### config.mk
export PLATFORM = sky130hd
export DESIGN_NAME = wb_master_bridge_flat
export DESIGN_NICKNAME = d
export VERILOG_FILES = /design/src/rtl/wb_master_bridge_if.sv /design/src/rtl/wb_master_bridge.sv /design/src/flat_wrapper.sv
export SDC_FILE = /design/constraint.sdc
export NUM_CORES = 1
export LEC_CHECK = 0
export ABC_AREA = 1
export CELL_PAD_IN_SITES_DETAIL_PLACEMENT = 1
export CELL_PAD_IN_SITES_GLOBAL_PLACEMENT = 1
export CORE_MARGIN = 2
export CORE_UTILIZATION = 32
export CTS_BUF_LIST = sky130_fd_sc_hd__clkbuf_2 sky130_fd_sc_hd__clkbuf_4 sky130_fd_sc_hd__clkbuf_8
export DETAILED_ROUTE_END_ITERATION = 7
export GPL_ROUTABILITY_DRIVEN = 0
export PLACE_DENSITY_LB_ADDON = 0.1
export REMOVE_ABC_BUFFERS = 1
export SLEW_MARGIN = 20
export SYNTH_ARGS = -nofsm -noshare
export SYNTH_HDL_FRONTEND = slang
export SYNTH_SLANG_ARGS = --single-unit
### constraint.sdc
create_clock -name clk -period 2.31 [get_ports clk]
set_input_delay 0.231 -clock clk [delete_from_list [all_inputs] [get_ports clk]]
set_output_delay 0.231 -clock clk [all_outputs]
set_load 0.02 [all_outputs]
### src/rtl/wb_master_bridge_if.sv
// Wishbone pipelined-mode bus between the CPU bridge (master) and a peripheral (slave).
// Member names follow the master's point of view: o_* are driven by the master.
interface wb_master_bridge_if #(
  parameter int unsigned AW = 2
);
  logic          o_wb_cyc;
  logic          o_wb_stb;
  logic          o_wb_we;
  logic [AW-1:0] o_wb_addr;
  logic [31:0]   o_wb_data;
  logic [3:0]    o_wb_sel;
  logic          i_wb_ack;
  logic          i_wb_stall;
  logic          i_wb_err;
  logic [31:0]   i_wb_data;

  modport master (
    output o_wb_cyc, o_wb_stb, o_wb_we, o_wb_addr, o_wb_data, o_wb_sel,
    input  i_wb_ack, i_wb_stall, i_wb_err, i_wb_data
  );

  modport slave (
    input  o_wb_cyc, o_wb_stb, o_wb_we, o_wb_addr, o_wb_data, o_wb_sel,
    output i_wb_ack, i_wb_stall, i_wb_err, i_wb_data
  );
endinterface

### src/rtl/wb_master_bridge.sv
// Single-outstanding CPU-to-Wishbone (pipelined) bridge with timeout abort,
// sticky timeout flag and a saturating error counter. Every output is a flop.
module wb_master_bridge #(
  parameter int unsigned AW        = 2,
  parameter int unsigned TIMEOUT   = 255,
  parameter logic [31:0] ERR_RDATA = 32'hFFFF_FFFF
) (
  input  logic                  clk,
  input  logic                  resetn,
  input  logic                  cpu_valid,
  input  logic                  cpu_we,
  input  logic [AW-1:0]         cpu_addr,
  input  logic [31:0]           cpu_wdata,
  input  logic [3:0]            cpu_wstrb,
  output logic                  cpu_ready,
  output logic [31:0]           cpu_rdata,
  output logic                  cpu_err,
  wb_master_bridge_if.master    wb,
  input  logic                  clr,
  output logic                  busy,
  output logic [7:0]            err_cnt,
  output logic                  timeout_flag
);

  typedef enum logic [1:0] {IDLE, REQ, WAIT, DONE} state_t;

  localparam logic [16:0] TO_LIM = 17'(TIMEOUT);

  function automatic logic [7:0] sat_inc8(input logic [7:0] v);
    return (v == 8'hFF) ? v : v + 8'd1;
  endfunction

  state_t        state_q, state_d;
  logic          cyc_q, cyc_d, stb_q, stb_d, we_q, we_d;
  logic [AW-1:0] addr_q, addr_d;
  logic [31:0]   data_q, data_d;
  logic [3:0]    sel_q, sel_d;
  logic          ready_q, ready_d, err_q, err_d;
  logic [31:0]   rdata_q, rdata_d;
  logic [15:0]   tcnt_q, tcnt_d;
  logic [16:0]   tcnt_inc;
  logic          expired, bump, tmo;
  logic [7:0]    err_cnt_q, err_cnt_d;
  logic          tflag_q, tflag_d, busy_q, busy_d;

  always_comb begin
    state_d   = state_q;
    cyc_d     = cyc_q;
    stb_d     = stb_q;
    we_d      = we_q;
    addr_d    = addr_q;
    data_d    = data_q;
    sel_d     = sel_q;
    rdata_d   = rdata_q;
    err_d     = err_q;
    ready_d   = 1'b0;
    tcnt_d    = tcnt_q;
    bump      = 1'b0;
    tmo       = 1'b0;
    tcnt_inc  = {1'b0, tcnt_q} + 17'd1;
    expired   = (tcnt_inc >= TO_LIM);

    case (state_q)
      IDLE: begin
        // ready_q still high means cpu_valid belongs to the request just answered
        if (cpu_valid && !ready_q) begin
          we_d    = cpu_we;
          addr_d  = cpu_addr;
          data_d  = cpu_wdata;
          sel_d   = (!cpu_we || cpu_wstrb == 4'b0000) ? 4'b1111 : cpu_wstrb;
          cyc_d   = 1'b1;
          stb_d   = 1'b1;
          tcnt_d  = '0;
          state_d = REQ;
        end
      end
      REQ, WAIT: begin
        if (state_q == WAIT && wb.i_wb_err) begin
          cyc_d   = 1'b0;
          rdata_d = ERR_RDATA;
          err_d   = 1'b1;
          bump    = 1'b1;
          state_d = DONE;
        end else if (state_q == WAIT && wb.i_wb_ack) begin
          cyc_d   = 1'b0;
          rdata_d = we_q ? 32'h0 : wb.i_wb_data;
          err_d   = 1'b0;
          state_d = DONE;
        end else if (expired) begin
          cyc_d   = 1'b0;
          stb_d   = 1'b0;
          rdata_d = ERR_RDATA;
          err_d   = 1'b1;
          bump    = 1'b1;
          tmo     = 1'b1;
          state_d = DONE;
        end else begin
          tcnt_d = tcnt_inc[15:0];
          if (state_q == REQ && !wb.i_wb_stall) begin
            stb_d   = 1'b0;
            state_d = WAIT;
          end
        end
      end
      DONE: begin
        ready_d = 1'b1;
        state_d = IDLE;
      end
      default: state_d = IDLE;
    endcase

    err_cnt_d = clr ? 8'd0 : (bump ? sat_inc8(err_cnt_q) : err_cnt_q);
    tflag_d   = clr ? 1'b0 : (tflag_q | tmo);
    busy_d    = (state_d != IDLE);
  end

  always_ff @(posedge clk) begin
    if (!resetn) begin
      state_q   <= IDLE;
      cyc_q     <= 1'b0;
      stb_q     <= 1'b0;
      we_q      <= 1'b0;
      addr_q    <= '0;
      data_q    <= '0;
      sel_q     <= '0;
      rdata_q   <= '0;
      err_q     <= 1'b0;
      ready_q   <= 1'b0;
      tcnt_q    <= '0;
      err_cnt_q <= '0;
      tflag_q   <= 1'b0;
      busy_q    <= 1'b0;
    end else begin
      state_q   <= state_d;
      cyc_q     <= cyc_d;
      stb_q     <= stb_d;
      we_q      <= we_d;
      addr_q    <= addr_d;
      data_q    <= data_d;
      sel_q     <= sel_d;
      rdata_q   <= rdata_d;
      err_q     <= err_d;
      ready_q   <= ready_d;
      tcnt_q    <= tcnt_d;
      err_cnt_q <= err_cnt_d;
      tflag_q   <= tflag_d;
      busy_q    <= busy_d;
    end
  end

  assign wb.o_wb_cyc  = cyc_q;
  assign wb.o_wb_stb  = stb_q;
  assign wb.o_wb_we   = we_q;
  assign wb.o_wb_addr = addr_q;
  assign wb.o_wb_data = data_q;
  assign wb.o_wb_sel  = sel_q;
  assign cpu_ready    = ready_q;
  assign cpu_rdata    = rdata_q;
  assign cpu_err      = err_q;
  assign busy         = busy_q;
  assign err_cnt      = err_cnt_q;
  assign timeout_flag = tflag_q;

endmodule
### src/flat_wrapper.sv
// flat-port wrapper written by rule: the top's interface ports become plain ports
module wb_master_bridge_flat 
#(
  parameter int unsigned AW        = 2,
  parameter int unsigned TIMEOUT   = 255,
  parameter logic [31:0] ERR_RDATA = 32'hFFFF_FFFF
)
  (clk, resetn, cpu_valid, cpu_we, cpu_addr, cpu_wdata, cpu_wstrb, cpu_ready, cpu_rdata, cpu_err, clr, busy, err_cnt, timeout_flag, wb_o_wb_cyc, wb_o_wb_stb, wb_o_wb_we, wb_o_wb_addr, wb_o_wb_data, wb_o_wb_sel, wb_i_wb_ack, wb_i_wb_stall, wb_i_wb_err, wb_i_wb_data);
  wb_master_bridge_if #(.AW(AW)) wb_i ();
  input  logic clk;
  input  logic resetn;
  input  logic cpu_valid;
  input  logic cpu_we;
  input  logic [AW-1:0] cpu_addr;
  input  logic [31:0] cpu_wdata;
  input  logic [3:0] cpu_wstrb;
  output logic cpu_ready;
  output logic [31:0] cpu_rdata;
  output logic cpu_err;
  input  logic clr;
  output logic busy;
  output logic [7:0] err_cnt;
  output logic timeout_flag;
  output wire logic [$bits(wb_i.o_wb_cyc)-1:0] wb_o_wb_cyc;
  output wire logic [$bits(wb_i.o_wb_stb)-1:0] wb_o_wb_stb;
  output wire logic [$bits(wb_i.o_wb_we)-1:0] wb_o_wb_we;
  output wire logic [$bits(wb_i.o_wb_addr)-1:0] wb_o_wb_addr;
  output wire logic [$bits(wb_i.o_wb_data)-1:0] wb_o_wb_data;
  output wire logic [$bits(wb_i.o_wb_sel)-1:0] wb_o_wb_sel;
  input wire logic [$bits(wb_i.i_wb_ack)-1:0] wb_i_wb_ack;
  input wire logic [$bits(wb_i.i_wb_stall)-1:0] wb_i_wb_stall;
  input wire logic [$bits(wb_i.i_wb_err)-1:0] wb_i_wb_err;
  input wire logic [$bits(wb_i.i_wb_data)-1:0] wb_i_wb_data;
  assign wb_o_wb_cyc = wb_i.o_wb_cyc;
  assign wb_o_wb_stb = wb_i.o_wb_stb;
  assign wb_o_wb_we = wb_i.o_wb_we;
  assign wb_o_wb_addr = wb_i.o_wb_addr;
  assign wb_o_wb_data = wb_i.o_wb_data;
  assign wb_o_wb_sel = wb_i.o_wb_sel;
  assign wb_i.i_wb_ack = wb_i_wb_ack;
  assign wb_i.i_wb_stall = wb_i_wb_stall;
  assign wb_i.i_wb_err = wb_i_wb_err;
  assign wb_i.i_wb_data = wb_i_wb_data;
  wb_master_bridge #(.AW(AW), .TIMEOUT(TIMEOUT), .ERR_RDATA(ERR_RDATA)) u_core (.clk(clk), .resetn(resetn), .cpu_valid(cpu_valid), .cpu_we(cpu_we), .cpu_addr(cpu_addr), .cpu_wdata(cpu_wdata), .cpu_wstrb(cpu_wstrb), .cpu_ready(cpu_ready), .cpu_rdata(cpu_rdata), .cpu_err(cpu_err), .wb(wb_i), .clr(clr), .busy(busy), .err_cnt(err_cnt), .timeout_flag(timeout_flag));
endmodule
==> flow_metrics.env <==
export IMPL_status="complete, no violations"
export IMPL_crit_family="simple AND/OR/NAND/NOR gates"
export IMPL_path_clk_slew_ns=0.11
export IMPL_clk_latency_ns=0.40
export IMPL_crit_required_ns=2.59
export IMPL_final_hold_violation_count=0
export IMPL_die_area_um2=15000
export IMPL_wire_per_inst_um=16.4
export IMPL_clock_sinks=103
export IMPL_fin_crit_ns=2.17
export IMPL_final_common_cell="clkdlybuf4s50_1"
export IMPL_yosys_warnings=0
export IMPL_worstPathCellList="nand2_2, nor2_4, nand2_2, o21ai_1, nand3_1, nor2_2, nand4_4, nand2_4, inv_4, buf_4, o21ai_0, a21oi_1"
export IMPL_post_place_ws_ns=-0.102
export IMPL_synth_edf_count=0
export IMPL_fin_area_um2=6600
export IMPL_power_leakage_nw=2.61
export IMPL_die_w_um=122
export IMPL_cts_tree="built"
export IMPL_synth_area_um2=4490
export IMPL_power_total_mw=3.76
export IMPL_cp_start_kind="register"
export IMPL_num_rows=43
export IMPL_cts_root_buf="clkbuf_8"
export IMPL_slowest_delay_ns=0.40
export IMPL_timing_fmax_mhz=460
export IMPL_netlist_top_cells_area="dfxtp_1, a21oi_1, nor2_1"
export IMPL_htreeDepth=3
export IMPL_diodes=0
export IMPL_worst_slew_pin_slew_ns=0.652
export IMPL_coreArea_um2=13800
export IMPL_tns_ns=0
export IMPL_drc=0
export IMPL_min_period_over_period_pct=94.1
export IMPL_fin_cells=947
export IMPL_synthCells=604
export IMPL_ys_types=29
export IMPL_wl_um=15500
export IMPL_grt_ovfl_total=0
export IMPL_synthSimpleGateAreaFrac_pct=22.7
export IMPL_dp_cells=926
export IMPL_ys_seq_area_share_pct=45.9
export IMPL_critPathArrivalTime_ns=2.46
export IMPL_viasPerCell=4.98
export IMPL_synth_top_family_by_area="simple AND/OR/NAND/NOR gates"
export IMPL_grt_max_degree=79
export IMPL_ys_ff_latch=103
export IMPL_synthFlopType="dfxtp_1"
export IMPL_critical_path_most_common_cell="nand2_2"
export IMPL_nNetsFinal=849
export IMPL_hold_start="resetn"
export IMPL_cp_slowest_cell="dfxtp_2"
export IMPL_crit_start="u_core.tcnt_q[4]$_SDFFE_PN0P_"
export IMPL_start_util_pct=32.6
export IMPL_holdWs_ns=0.341
export IMPL_p_per_area_nw_per_um2=569
export IMPL_cap_viol_max_count=0
export IMPL_die_h_um=122
export IMPL_utilization_pct=47.9
export IMPL_synth_compound_area_share_pct=19.3
export IMPL_drt_pass1_iterations=4
export IMPL_grt_pass1_wl_um=24300
export IMPL_end_kind="register"
export IMPL_synthMuxAreaShare_pct=0
export IMPL_final_cell_mix="clkdlybuf4s50_1, nor2_1, dfxtp_1, a21oi_1, nand2_1"
export IMPL_clock_skew_ns=0.0195
export IMPL_grt_total_usage_pct=20.5
export IMPL_synth_top_cell_area_share_pct=45.9
export IMPL_cts_buffers=9
export IMPL_area_growth_pct=47.0
export IMPL_synth_xor_area_share_pct=2.14
export IMPL_slew_headroom_pct=56.5
export IMPL_path_class="register to register"
export IMPL_place_area_um2=6280
export IMPL_rsz0062_at_grt="yes"
export IMPL_drive_above_1_share_pct=8.21
export IMPL_irDropWorstVdd_v=0.000344
export IMPL_setup_viol=0
export IMPL_place_port_buffers=162
export IMPL_setup_slack_ns=0.136
export IMPL_yosysTopAreaCell="dfxtp_1"
export IMPL_antenna_found_initial=0
export IMPL_grt_pass1_vias=4847
export IMPL_async_flop_share_pct=0
export IMPL_path_max_fanout=18
export IMPL_route_antenna_remaining_nets=0
export IMPL_min_path_type="input port to register"
export IMPL_cts_path_max_buffers=2
export IMPL_io_pins=163
export IMPL_vias=4714
export IMPL_synthAdderAreaFrac_pct=2.51
export IMPL_hpwl_um=10800
export IMPL_crit_buf_inv=2
export IMPL_synth_area_per_cell_um2=7.44
export IMPL_worstReg2RegStart="u_core.tcnt_q[4]$_SDFFE_PN0P_"
export IMPL_report_final_slew_viol_count=0
export IMPL_drt_iter0_markers=159
-- registers in the layout (all words and copies together) (netlist names) --
register,count
u_core.cpu_rdata,32
u_core.wb.o_wb_data,32
u_core.tcnt_q,16
u_core.err_cnt,8
u_core.wb.o_wb_sel,4
u_core.state_q,2
u_core.wb.o_wb_addr,2
u_core.busy,1
u_core.cpu_err,1
u_core.cpu_ready,1
u_core.timeout_flag,1
u_core.wb.o_wb_cyc,1
u_core.wb.o_wb_stb,1
u_core.wb.o_wb_we,1
-- worst min-delay path: stages --
cell	delay (ns)
buf_2	0.13
inv_1	0.05
buf_4	0.22
a21oi_1	0.06
-- worst paths after layout --
check | depth (start not counted) | endpoint | slack (ns)
worst min register to register | 2 | u_core.wb.o_wb_stb$_SDFFE_PN0P_ | 0.48
worst max-delay path | 12 | u_core.cpu_rdata[24]$_SDFFE_PN0P_ | 0.14
worst min-delay path | 4 | u_core.cpu_err$_SDFFE_PN0P_ | 0.34
worst max register to register | 12 | u_core.cpu_rdata[24]$_SDFFE_PN0P_ | 0.14
-- report_power, final --
part           total [mW]  switching, mW  leakage [nW]  internal [mW]
clock                1.12          0.698        0.0941          0.424
sequential           1.92         0.0554         0.844           1.86
combinational       0.717          0.385          1.67          0.332
total                3.76           1.14          2.61           2.62
-- repair_timing --
item                       in CTS  in global routing
setup endpoints to repair      52                 61
hold buffers                    0                  0
setup buffers                   1                  3
cloned                          0                  1
pin swaps                       2                  4
gates resized for setup         4                 23
-- logic make-up after synthesis --
family | Yosys count
adders and majority gates | 9
DFF | 103
xor gates and xnor gates | 11
AOI/OAI and AO/OA | 171
and+or+nand+nor | 234
buffers and inverters | 76
-- synthesized netlist by cell type, types with 2 or more instances --
cell type and instances:
nor2_1 103, nand3_1 22, ha_1 9, clkbuf_1 23
nor2_2 3, xnor2_1 6, buf_1 2, clkinv_1 3
o21ai_0 56, nand2_1 73, o21ai_1 23, nand3b_1 2
a31oi_1 5, a21oi_1 84, nand2_2 3, nor3_1 8
xor2_1 5, inv_1 37, nand4_1 16, nor2_4 2
dfxtp_1 103, buf_6 6, inv_2 4
-- cell type report --
cell class	count	area [um2]
multi-input combinational	425	2160
sequential	103	2070
fill	1704	7170
inverter	44	173
clock buffer	10	131
tap	180	225
timing repair buffer	179	1790
clock inverter	6	52.6
-- layer usage --
layer  vias up  global-route usage, %  part of all wire (%)
met2       122                   35.6                    49
met5         -                      0                     0
li1       2329                      -                     -
met1      2240                   23.1                    42
met3        23                   7.81                   7.4
met4         0                   6.82                   2.2
(Power assumes the default switching activity.)
